### src/rtl/rope_pkg.sv
// rope_pkg: shared definitions for the rope sequencer.
//   - phase encoding (SWING/EXTEND/RETRACT/SCORE)
//   - retract step table indexed by object weight
//   - not-grabbed retract step
//   - geometry widths (10-bit outputs, 11-bit intermediate for overflow-free math)
package rope_pkg;

   localparam int GEO_W = 10;
   localparam int INT_W = 11;

   typedef enum logic [1:0] {
      ST_SWING   = 2'd0,
      ST_EXTEND  = 2'd1,
      ST_RETRACT = 2'd2,
      ST_SCORE   = 2'd3
   } rope_state_t;

   localparam logic [GEO_W-1:0] STEP_FREE = GEO_W'(4);

   // Weight 3 returns 1 here; the every-other-tick gating is applied by the caller.
   function automatic logic [GEO_W-1:0] retract_step(input logic [1:0] weight);
      logic [GEO_W-1:0] step;
      case (weight)
         2'd0:    step = GEO_W'(4);
         2'd1:    step = GEO_W'(2);
         default: step = GEO_W'(1);
      endcase
      return step;
   endfunction

endpackage

### src/rtl/rope_sequencer_key_rise.sv
// key_rise: registered rising-edge detector for a key level.
//   clock  in  system clock
//   resetn in  async active-low reset
//   din    in  key level
//   rise   out one-cycle pulse, the cycle after din is first seen high
// The history register runs regardless of any enable so that a key held
// through a pause is not seen as a new press afterwards.
module key_rise (
   input  logic clock,
   input  logic resetn,
   input  logic din,
   output logic rise
);

   logic prev_q;

   always_ff @(posedge clock or negedge resetn) begin
      if (!resetn) begin
         prev_q <= 1'b0;
         rise   <= 1'b0;
      end else begin
         prev_q <= din;
         rise   <= din & ~prev_q;
      end
   end

endmodule

### src/rtl/rope_sequencer.sv
// rope_sequencer: swing / extend / retract / score sequencing of the miner's rope.
// Motion advances only on a qualified tick (tick & enable & ~draw_busy).
//   clock, resetn          clock and async active-low reset
//   enable                 low freezes every register except the key edge history
//   tick, draw_busy        motion strobe and renderer-busy qualifier
//   go                     launch key level (rising edge used)
//   hit, hit_weight,       collision and the hit object's weight/value,
//   hit_value              sampled in EXTEND only
//   degree, rope_len       rope geometry for renderer and collision checker
//   state                  current phase (see table)
//   grabbed                object attached
//   score_valid, score_add one-cycle delivery pulse and value
// Optional feature macro ROPE_BOMB_EN adds BOMB_INIT, bomb_key, bomb_count and
// bomb_use: a bomb press during a loaded retract drops the object.
//
// state   | meaning
// SWING   | rope sweeps between DEG_MIN and DEG_MAX, waiting for go
// EXTEND  | rope grows by EXT_STEP per tick until hit or LEN_MAX
// RETRACT | rope shrinks at a weight-dependent rate down to LEN_MIN
// SCORE   | single cycle: deliver score if grabbed, then back to SWING
module rope_sequencer
   import rope_pkg::*;
#(
   parameter int DEG_MIN  = 10,
   parameter int DEG_MAX  = 170,
   parameter int LEN_MIN  = 20,
   parameter int LEN_MAX  = 400,
   parameter int EXT_STEP = 4
`ifdef ROPE_BOMB_EN
   ,
   parameter int BOMB_INIT = 3
`endif
) (
   input  logic             clock,
   input  logic             resetn,
   input  logic             enable,
   input  logic             tick,
   input  logic             draw_busy,
   input  logic             go,
   input  logic             hit,
   input  logic [1:0]       hit_weight,
   input  logic [9:0]       hit_value,
`ifdef ROPE_BOMB_EN
   input  logic             bomb_key,
   output logic [3:0]       bomb_count,
   output logic             bomb_use,
`endif
   output logic [9:0]       degree,
   output logic [9:0]       rope_len,
   output logic [1:0]       state,
   output logic             grabbed,
   output logic             score_valid,
   output logic [9:0]       score_add
);

   localparam logic [GEO_W-1:0] DEG_MIN_V = GEO_W'(DEG_MIN);
   localparam logic [GEO_W-1:0] DEG_MAX_V = GEO_W'(DEG_MAX);
   localparam logic [GEO_W-1:0] LEN_MIN_V = GEO_W'(LEN_MIN);
   localparam logic [GEO_W-1:0] LEN_MAX_V = GEO_W'(LEN_MAX);

   rope_state_t       state_q;
   logic [GEO_W-1:0]  degree_q;
   logic              dir_up_q;
   logic [GEO_W-1:0]  rope_len_q;
   logic              grabbed_q;
   logic              score_valid_q;
   logic [GEO_W-1:0]  score_add_q;
   logic [1:0]        wt_q;
   logic [GEO_W-1:0]  val_q;
   logic              parity_q;

   logic              go_rise;
   logic              qtick;
   logic [INT_W-1:0]  ext_sum;
   logic              ext_sat;
   logic [GEO_W-1:0]  ret_step;
   logic [INT_W-1:0]  ret_floor;
   logic              ret_done;
   logic [GEO_W-1:0]  ret_diff;
   logic              bomb_fire;

   key_rise u_go_rise (
      .clock  (clock),
      .resetn (resetn),
      .din    (go),
      .rise   (go_rise)
   );

`ifdef ROPE_BOMB_EN
   logic              bomb_rise;
   logic [3:0]        bomb_count_q;
   logic              bomb_use_q;

   key_rise u_bomb_rise (
      .clock  (clock),
      .resetn (resetn),
      .din    (bomb_key),
      .rise   (bomb_rise)
   );

   assign bomb_fire  = bomb_rise & grabbed_q & (bomb_count_q != 4'd0) &
                       (state_q == ST_RETRACT);
   assign bomb_count = bomb_count_q;
   assign bomb_use   = bomb_use_q;
`else
   assign bomb_fire  = 1'b0;
`endif

   assign qtick = tick & enable & ~draw_busy;

   always_comb begin
      ext_sum   = {1'b0, rope_len_q} + INT_W'(EXT_STEP);
      ext_sat   = (ext_sum >= INT_W'(LEN_MAX));
      ret_step  = STEP_FREE;
      if (grabbed_q) begin
         if (wt_q == 2'd3) begin
            // heavy objects move one pixel on every second qualified tick
            ret_step = parity_q ? GEO_W'(1) : GEO_W'(0);
         end else begin
            ret_step = retract_step(wt_q);
         end
      end
      ret_floor = INT_W'(LEN_MIN) + {1'b0, ret_step};
      ret_done  = ({1'b0, rope_len_q} <= ret_floor);
      ret_diff  = rope_len_q - ret_step;
   end

   always_ff @(posedge clock or negedge resetn) begin
      if (!resetn) begin
         state_q       <= ST_SWING;
         degree_q      <= DEG_MIN_V;
         dir_up_q      <= 1'b1;
         rope_len_q    <= LEN_MIN_V;
         grabbed_q     <= 1'b0;
         score_valid_q <= 1'b0;
         score_add_q   <= '0;
         wt_q          <= '0;
         val_q         <= '0;
         parity_q      <= 1'b0;
`ifdef ROPE_BOMB_EN
         bomb_count_q  <= 4'(BOMB_INIT);
         bomb_use_q    <= 1'b0;
`endif
      end else if (enable) begin
`ifdef ROPE_BOMB_EN
         bomb_use_q <= 1'b0;
`endif
         case (state_q)
            ST_SWING: begin
               if (go_rise) begin
                  state_q <= ST_EXTEND;
               end else if (qtick) begin
                  // at an endpoint the tick only turns the rope around
                  if (dir_up_q) begin
                     if (degree_q == DEG_MAX_V) dir_up_q <= 1'b0;
                     else                       degree_q <= degree_q + GEO_W'(1);
                  end else begin
                     if (degree_q == DEG_MIN_V) dir_up_q <= 1'b1;
                     else                       degree_q <= degree_q - GEO_W'(1);
                  end
               end
            end

            ST_EXTEND: begin
               if (qtick) begin
                  rope_len_q <= ext_sat ? LEN_MAX_V : ext_sum[GEO_W-1:0];
               end
               if (hit) begin
                  wt_q      <= hit_weight;
                  val_q     <= hit_value;
                  grabbed_q <= 1'b1;
                  parity_q  <= 1'b0;
                  state_q   <= ST_RETRACT;
               end else if (qtick && ext_sat) begin
                  grabbed_q <= 1'b0;
                  parity_q  <= 1'b0;
                  state_q   <= ST_RETRACT;
               end
            end

            ST_RETRACT: begin
               if (qtick) begin
                  parity_q <= ~parity_q;
                  if (ret_done) begin
                     rope_len_q    <= LEN_MIN_V;
                     state_q       <= ST_SCORE;
                     score_valid_q <= grabbed_q & ~bomb_fire;
                     score_add_q   <= (grabbed_q & ~bomb_fire) ? val_q : '0;
                  end else begin
                     rope_len_q <= ret_diff;
                  end
               end
`ifdef ROPE_BOMB_EN
               if (bomb_fire) begin
                  grabbed_q    <= 1'b0;
                  val_q        <= '0;
                  bomb_count_q <= bomb_count_q - 4'd1;
                  bomb_use_q   <= 1'b1;
               end
`endif
            end

            ST_SCORE: begin
               score_valid_q <= 1'b0;
               score_add_q   <= '0;
               grabbed_q     <= 1'b0;
               state_q       <= ST_SWING;
            end
         endcase
      end
   end

   assign degree      = degree_q;
   assign rope_len    = rope_len_q;
   assign state       = state_q;
   assign grabbed     = grabbed_q;
   assign score_valid = score_valid_q;
   assign score_add   = score_add_q;

endmodule
### config.mk
export PLATFORM = sky130hd
export DESIGN_NAME = rope_sequencer
export DESIGN_NICKNAME = d
export VERILOG_FILES = /design/src/rtl/rope_pkg.sv /design/src/rtl/rope_sequencer_key_rise.sv /design/src/rtl/rope_sequencer.sv
export SDC_FILE = /design/constraint.sdc
export NUM_CORES = 1
export LEC_CHECK = 0
export CAP_MARGIN = 20
export CORE_MARGIN = 3
export CORE_UTILIZATION = 54
export DETAILED_ROUTE_END_ITERATION = 16
export PLACE_DENSITY = 0.81
export SLEW_MARGIN = 25
export SYNTH_ARGS = -nofsm -noshare
export SYNTH_HDL_FRONTEND = slang
export SYNTH_HIERARCHICAL = 1
export SYNTH_SLANG_ARGS = --single-unit
### constraint.sdc
create_clock -name clock -period 3.2 [get_ports clock]
set_input_delay 0.64 -clock clock [delete_from_list [all_inputs] [get_ports clock]]
set_output_delay 0.64 -clock clock [all_outputs]
set_load 0.05 [all_outputs]
==> impl_metrics.ini, run 1 <==
[status]
status = finished clean

[cts]
postCtsSetupBuffers = 0
cts_tree = done
insertion_delay_ns = 0.31
clockBufferDepth = 2
path_clk_slew_ns = 0.10
cts_resized = 0
htreeDepth = 2
cts_root_buf = clkbuf_8
clock_sinks = 50
cts-hold-fix-buffers = 0
cts_inserted_buffers = 5

[synthesis]
synthDominantCellAreaShare = 0.357
synth_cells = 325
synth_warnings = 6
synth_seq_area_share = 0.399
synthFlopType = dfrtp_1
synth_cell_types = 64
syn_area_um2 = 3150
synth.area.top_cells = dfrtp_1, ha_1, mux2_2
async_flop_share = 1.00
synth_nets = 367
synth.largest_area_cell = dfrtp_1
synth_enable_flop_cells = 0
synth_seq_cells = 50
syn_area_per_cell_um2 = 9.70

[timing]
hold_viol_final = 0
final.setup.tns_ns = 0
skew_ns = 0.00552
fin_crit_ns = 2.80
hold_slack_ns = 0.331
rsz0062_at_grt = no
maxSlewViolCount = 0
setup-violations-final = 0
clock.fmax_ghz = 0.357
post-route-period-util = 0.877
worst_slack_ns = 0.395
slew_headroom = 0.501
tightestPinTransition_ns = 0.745

[drt]
firstDrtPassIters = 4
post_drt_wl_per_cell_um = 14.9
highest_layer = met4
drc_errors = 0
wl_met3_um = 277
drtIter0Drc = 249
met2_length_um = 3320
wl_met1_um = 3030
wl_um = 6720
vias_per_cell = 5.86
antenna_left = 0
num_vias = 2645

[floorplan]
die-height_um = 82.4
chipWidth_um = 82.4
die_area_um2 = 6790
core-area_um2 = 5570
start_util = 0.565
rows = 27
io_pins = 53

[finish]
layout-drive-gt1-share = 0.113
n_antenna_cell = 0
area_delta_synth_final_pct = 21.8
finalNetCount = 420
final_cells = 451

[worst_setup_path]
crit_path_end_kind = register
slowest_stage = a2111o_1
crit_arrival_ns = 3.01
r2r-end = score_add[1]$_DFFE_PN0P_
r2r_cells = 9
setup.worst_path.start = wt_q[0]$_DFFE_PN0P_
critical_path_required_ns = 3.40
slowest_delay_ns = 0.49
reg2reg_from = wt_q[0]$_DFFE_PN0P_
reg2reg_slack_ns = 0.40
crit_path_max_fanout = 11
start_kind = register
crit_type = register to register
crit_path_cell_trace = o21ai_0 > inv_1 > ha_1 > nand4_1 > a2111o_1 > o21ai_4 > a31oi_1 > nand2b_1 > a22o_1

[min_path]
hold_class = primary input to asynchronous set/reset pin

[global_routing]
track_usage = 0.211
grt_pass1_vias = 2416
grt_pass1_wl_um = 11200
grt_overflow_total = 0
grt_max_degree = 51
antenna_found_initial = 0

[placed_design]
place_congestion = 0.850
io_buffers = 52
post-place-ws_ns = 0.435
post-place-cells = 443
dp_hpwl_um = 4940

[power_and_ir_drop]
power_density_nw_per_um2 = 754
finalPower_mw = 2.89
power_leakage_nw = 1.63
peakVddDrop_v = 0.000529

[job]
cap_violations = 0
-- synthesized netlist by cell type, types with 2 or more instances --
cell and n:
nor4b_1 2, nand2_1 25, nand2b_1 2, nor3_1 9, nor4_1 4, dfrtp_1 45, a211o_1 2, and3_1 3
nor3b_1 2, nand3b_1 2, ha_1 22, o21ai_0 24, o21bai_1 7, clkbuf_1 8, xnor2_1 5, o221ai_1 3
mux2_2 13, xor2_1 3, a31oi_1 2, o21a_1 5, o31a_1 2, o211ai_1 4, a21o_1 2, nand3_1 7
or3_1 3, inv_1 15, nor2_1 21, and2_1 2, dfstp_2 5, buf_2 3, o41ai_1 3, nand4_1 2
o31ai_1 2, nor2b_1 9, a21oi_1 18, a22o_1 11
-- registers in the layout (all words and copies together) (netlist names) --
name,flops
parity_q,1
val_q,10
score_add,10
rope_len,10
grabbed,1
u_go_rise/rise,1
state,2
score_valid,1
wt_q,2
dir_up_q,1
u_go_rise/prev_q,1
degree,10
-- worst max-delay path, delay by kind of cell, from the launching register on --
family	cells	cell delay, ns
buffers and inverters	1	0.13
adders and majority gates	1	0.32
and+or+nand+nor	2	0.45
DFF	1	0.41
AOI/OAI and AO/OA	5	1.40
-- cells by family after synthesis --
logic type	Yosys count	share of synthesized area
flops	50	0.399
mux	15	0.0548
fa+ha+maj	23	0.0937
compound gates	100	0.225
buf+inv	29	0.0393
simple gates	100	0.166
xor+xnor	8	0.0222
-- per-layer routing --
layer | up-vias | GRT usage
li1 | 1304 | -
met1 | 1262 | 0.288
met2 | 68 | 0.344
met3 | 11 | 0.0325
met4 | 0 | 0.0714
met5 | - | 0
-- how the worst max path moves through the flow --
stage	to	slack, ns	cells past startpoint
after CTS	score_add[1]$_DFFE_PN0P_	0.40	9
after detailed placement	state[1]$_DFFE_PN0P_	0.44	7
after global routing	score_add[8]$_DFFE_PN0P_	0.21	9
after floorplan	rope_len[1]$_DFFE_PN0P_	0.35	7
final	score_add[1]$_DFFE_PN0P_	0.40	9
after global placement	state[1]$_DFFE_PN0P_	0.51	7
-- power breakdown --
| group | internal (mW) | switching, mW | total, mW |
|---|---|---|---|
| clock network | 0.156 | 0.221 | 0.378 |
| logic | 0.620 | 0.912 | 1.53 |
| registers | 0.804 | 0.180 | 0.984 |
| total | 1.58 | 1.31 | 2.89 |
-- through the flow --
step	util	instance area (µm²)
floorplan	-	3150
global placement	0.673	3750
detailed placement	0.673	3750
CTS	0.689	3840
global route	0.689	3840
finish	0.689	3840
-- cell type report --
class                      instances  area, µm²
clock buffer                       6       72.6
fill                             453       1740
tap                               72       90.1
multi-input combinational        246       1770
sequential                        50       1260
inverter                          15       56.3
timing repair buffer              60        578
clock inverter                     2       13.8
-- cells in the final DEF (no fill, tap or decap), types with 4 or more instances in the layout --
master           synthesis  final
a22o_1                  11     11
inv_1                   15     15
nor2_1                  21     21
ha_1                    22     22
mux2_2                  13     13
nor3_1                   9      9
nand3_1                  7      7
nor2b_1                  9      9
clkbuf_8                 0      5
o21a_1                   5      5
o21ai_0                 24     24
xnor2_1                  5      5
dfstp_2                  5      5
buf_4                    1      9
nand2_1                 25     25
o211ai_1                 4      4
nor4_1                   4      4
o21bai_1                 7      7
a21oi_1                 18     18
dfrtp_1                 45     45
clkdlybuf4s50_1          0     51
No activity file was read; power rests on OpenSTA's default activity.
==> inputs of run 2 (changes only) <==
--- a/config.mk
+++ b/config.mk
@@ -10,6 +10,7 @@
 export CORE_UTILIZATION = 54
 export DETAILED_ROUTE_END_ITERATION = 16
 export PLACE_DENSITY = 0.81
+export SETUP_SLACK_MARGIN = 0.2
 export SLEW_MARGIN = 25
 export SYNTH_ARGS = -nofsm -noshare
 export SYNTH_HDL_FRONTEND = slang
==> results of run 2 <==
Final layout, timing and power as in run 1 (identical DEF).
==> inputs of run 3 (changes only) <==
--- a/config.mk
+++ b/config.mk
@@ -6,7 +6,7 @@
 export NUM_CORES = 1
 export LEC_CHECK = 0
 export CAP_MARGIN = 20
-export CORE_MARGIN = 3
+export CORE_MARGIN = 2
 export CORE_UTILIZATION = 54
 export DETAILED_ROUTE_END_ITERATION = 16
 export PLACE_DENSITY = 0.81
==> run 3 against run 2 <==
Sequential share of layout area about the same; non-clock buffer count down 1; register-to-register slack about the same; critical path depth down 2; routed wire length up 1.8%; die area down 4.8%; first-iteration DRC count down 21%; cell area up 0.13%; combinational power about the same; fmax up 0.12%; clock power up 4%; critical endpoint is now state[1]$_DFFE_PN0P_.
==> impl_metrics.ini, run 3 (synthesis gave the netlist of run 1 again) <==
[status]
status = finished clean

[cts]
cts_root_buf = clkbuf_8
insertion_delay_ns = 0.31
cts_tree = done
postCtsSetupBuffers = 0
cts_resized = 0
cts_inserted_buffers = 5
cts-hold-fix-buffers = 0
path_clk_slew_ns = 0.10
clockBufferDepth = 2
htreeDepth = 2
clock_sinks = 50

[worst_setup_path]
path_buf_inv = 0
critical_path_required_ns = 3.40
start_kind = register
crit_path_cell_trace = ha_1 > a21bo_1 > o41ai_1 > a311oi_1 > o31a_1 > a211o_1 > mux2_4
crit_type = register to register
crit_path_end_kind = register
slowest_delay_ns = 0.66
slowest_stage = dfstp_2
crit_arrival_ns = 3.00
path_delay_family = compound AO/OA/AOI/OAI gates
crit_path_max_fanout = 12

[placed_design]
dp_hpwl_um = 5080
post-place-ws_ns = 0.347
place_congestion = 0.905
post-place-cells = 442
placed_area_um2 = 3740
io_buffers = 52

[min_path]
hold_class = primary input to asynchronous set/reset pin

[floorplan]
io_pins = 53
die-height_um = 80.4
core-area_um2 = 5570
chipWidth_um = 80.4
die_area_um2 = 6460
start_util = 0.565
rows = 27

[timing]
rsz0062_at_grt = no
maxSlewViolCount = 0
setup-violations-final = 0
worst_slack_ns = 0.399
fin_crit_ns = 2.80
post-route-period-util = 0.875
skew_ns = 0.00529
final.setup.tns_ns = 0
hold_viol_final = 0
clock.fmax_ghz = 0.357
tightestPinTransition_ns = 0.694
slew_headroom = 0.535
hold_slack_ns = 0.333

[finish]
final_area_um2 = 3840
final_common_cell = clkdlybuf4s50_1
layout-drive-gt1-share = 0.114
final_cell_mix = clkdlybuf4s50_1, dfrtp_1, nand2_1
n_antenna_cell = 0
final_cells = 450
area_delta_synth_final_pct = 22.0
fin_util = 0.690
finalNetCount = 419

[global_routing]
grt_overflow_total = 0
antenna_found_initial = 0
grt_pass1_wl_um = 11400
grt_pass1_vias = 2503
track_usage = 0.226
grt_max_degree = 51

[power_and_ir_drop]
combPwrFrac = 0.521
swShare = 0.451
internal-power_mw = 1.60
power_leakage_nw = 1.63
finalPower_mw = 2.91
peakVddDrop_v = 0.000597
seq_power_share = 0.343
power_switching_mw = 1.31
clockPowerShare = 0.136
power_density_nw_per_um2 = 757

[drt]
antenna_left = 0
wl_um = 6840
num_vias = 2659
firstDrtPassIters = 4
drtIter0Drc = 196
vias_per_cell = 5.91
post_drt_wl_per_cell_um = 15.2
drc_errors = 0

[job]
cap_violations = 0
## run 3: cell count changes in the layout (fill, tap and decap cells not counted), sizes merged
cell      delta
clkinv       -1
clkinvlp     +1
buf          -1
## run 3: power groups by stage
| stage | clock [mW] | sequential, mW | combinational (mW) |
|---|---|---|---|
| after detailed placement | 0 | 1.01 | 1.51 |
| after CTS | 0.408 | 0.996 | 1.52 |
| final | 0.395 | 0.998 | 1.52 |
| after global placement | 0 | 0.996 | 1.48 |
| after floorplan | 0 | 1.21 | 0.871 |
| after global routing | 0.436 | 1.03 | 1.65 |
## run 3: final cells by class
cell class              count  area, µm²
clock buffers               6       82.6
clock inverters             2       16.3
fillers                   452       1730
inverters                  15       56.3
multi-input cells         246       1770
flip-flops and latches     50       1260
well taps                  72       90.1
repair buffers             59        571
## run 3: routing by layer
| layer | wire (µm) | track usage | vias up |
|---|---|---|---|
| met5 | 0 | 0 | - |
| met3 | 209 | 0.0371 | 9 |
| met1 | 3070 | 0.304 | 1295 |
| met2 | 3450 | 0.367 | 57 |
| met4 | 109 | 0.0831 | 0 |
| li1 | - | - | 1298 |
## run 3: final timing paths
check	start	end	slack, ns	depth (start not counted)
max	rope_len[2]$_DFFE_PN1P_	state[1]$_DFFE_PN0P_	0.40	7
min	resetn	rope_len[3]$_DFFE_PN0P_	0.33	1
max reg2reg	rope_len[2]$_DFFE_PN1P_	state[1]$_DFFE_PN0P_	0.40	7
min reg2reg	u_go_rise/prev_q$_DFF_PN0_	u_go_rise/rise$_DFF_PN0_	0.45	1
max in group asynchronous	resetn	val_q[9]$_DFFE_PN0P_	2.44	1
min in group clock	u_go_rise/prev_q$_DFF_PN0_	u_go_rise/rise$_DFF_PN0_	0.45	1
## run 3: worst register-to-register path, stage by stage (launching register included)
cell	delay, ns
dfstp_2	0.66
ha_1	0.32
a21bo_1	0.26
o41ai_1	0.32
a311oi_1	0.14
o31a_1	0.38
a211o_1	0.32
mux2_4	0.30
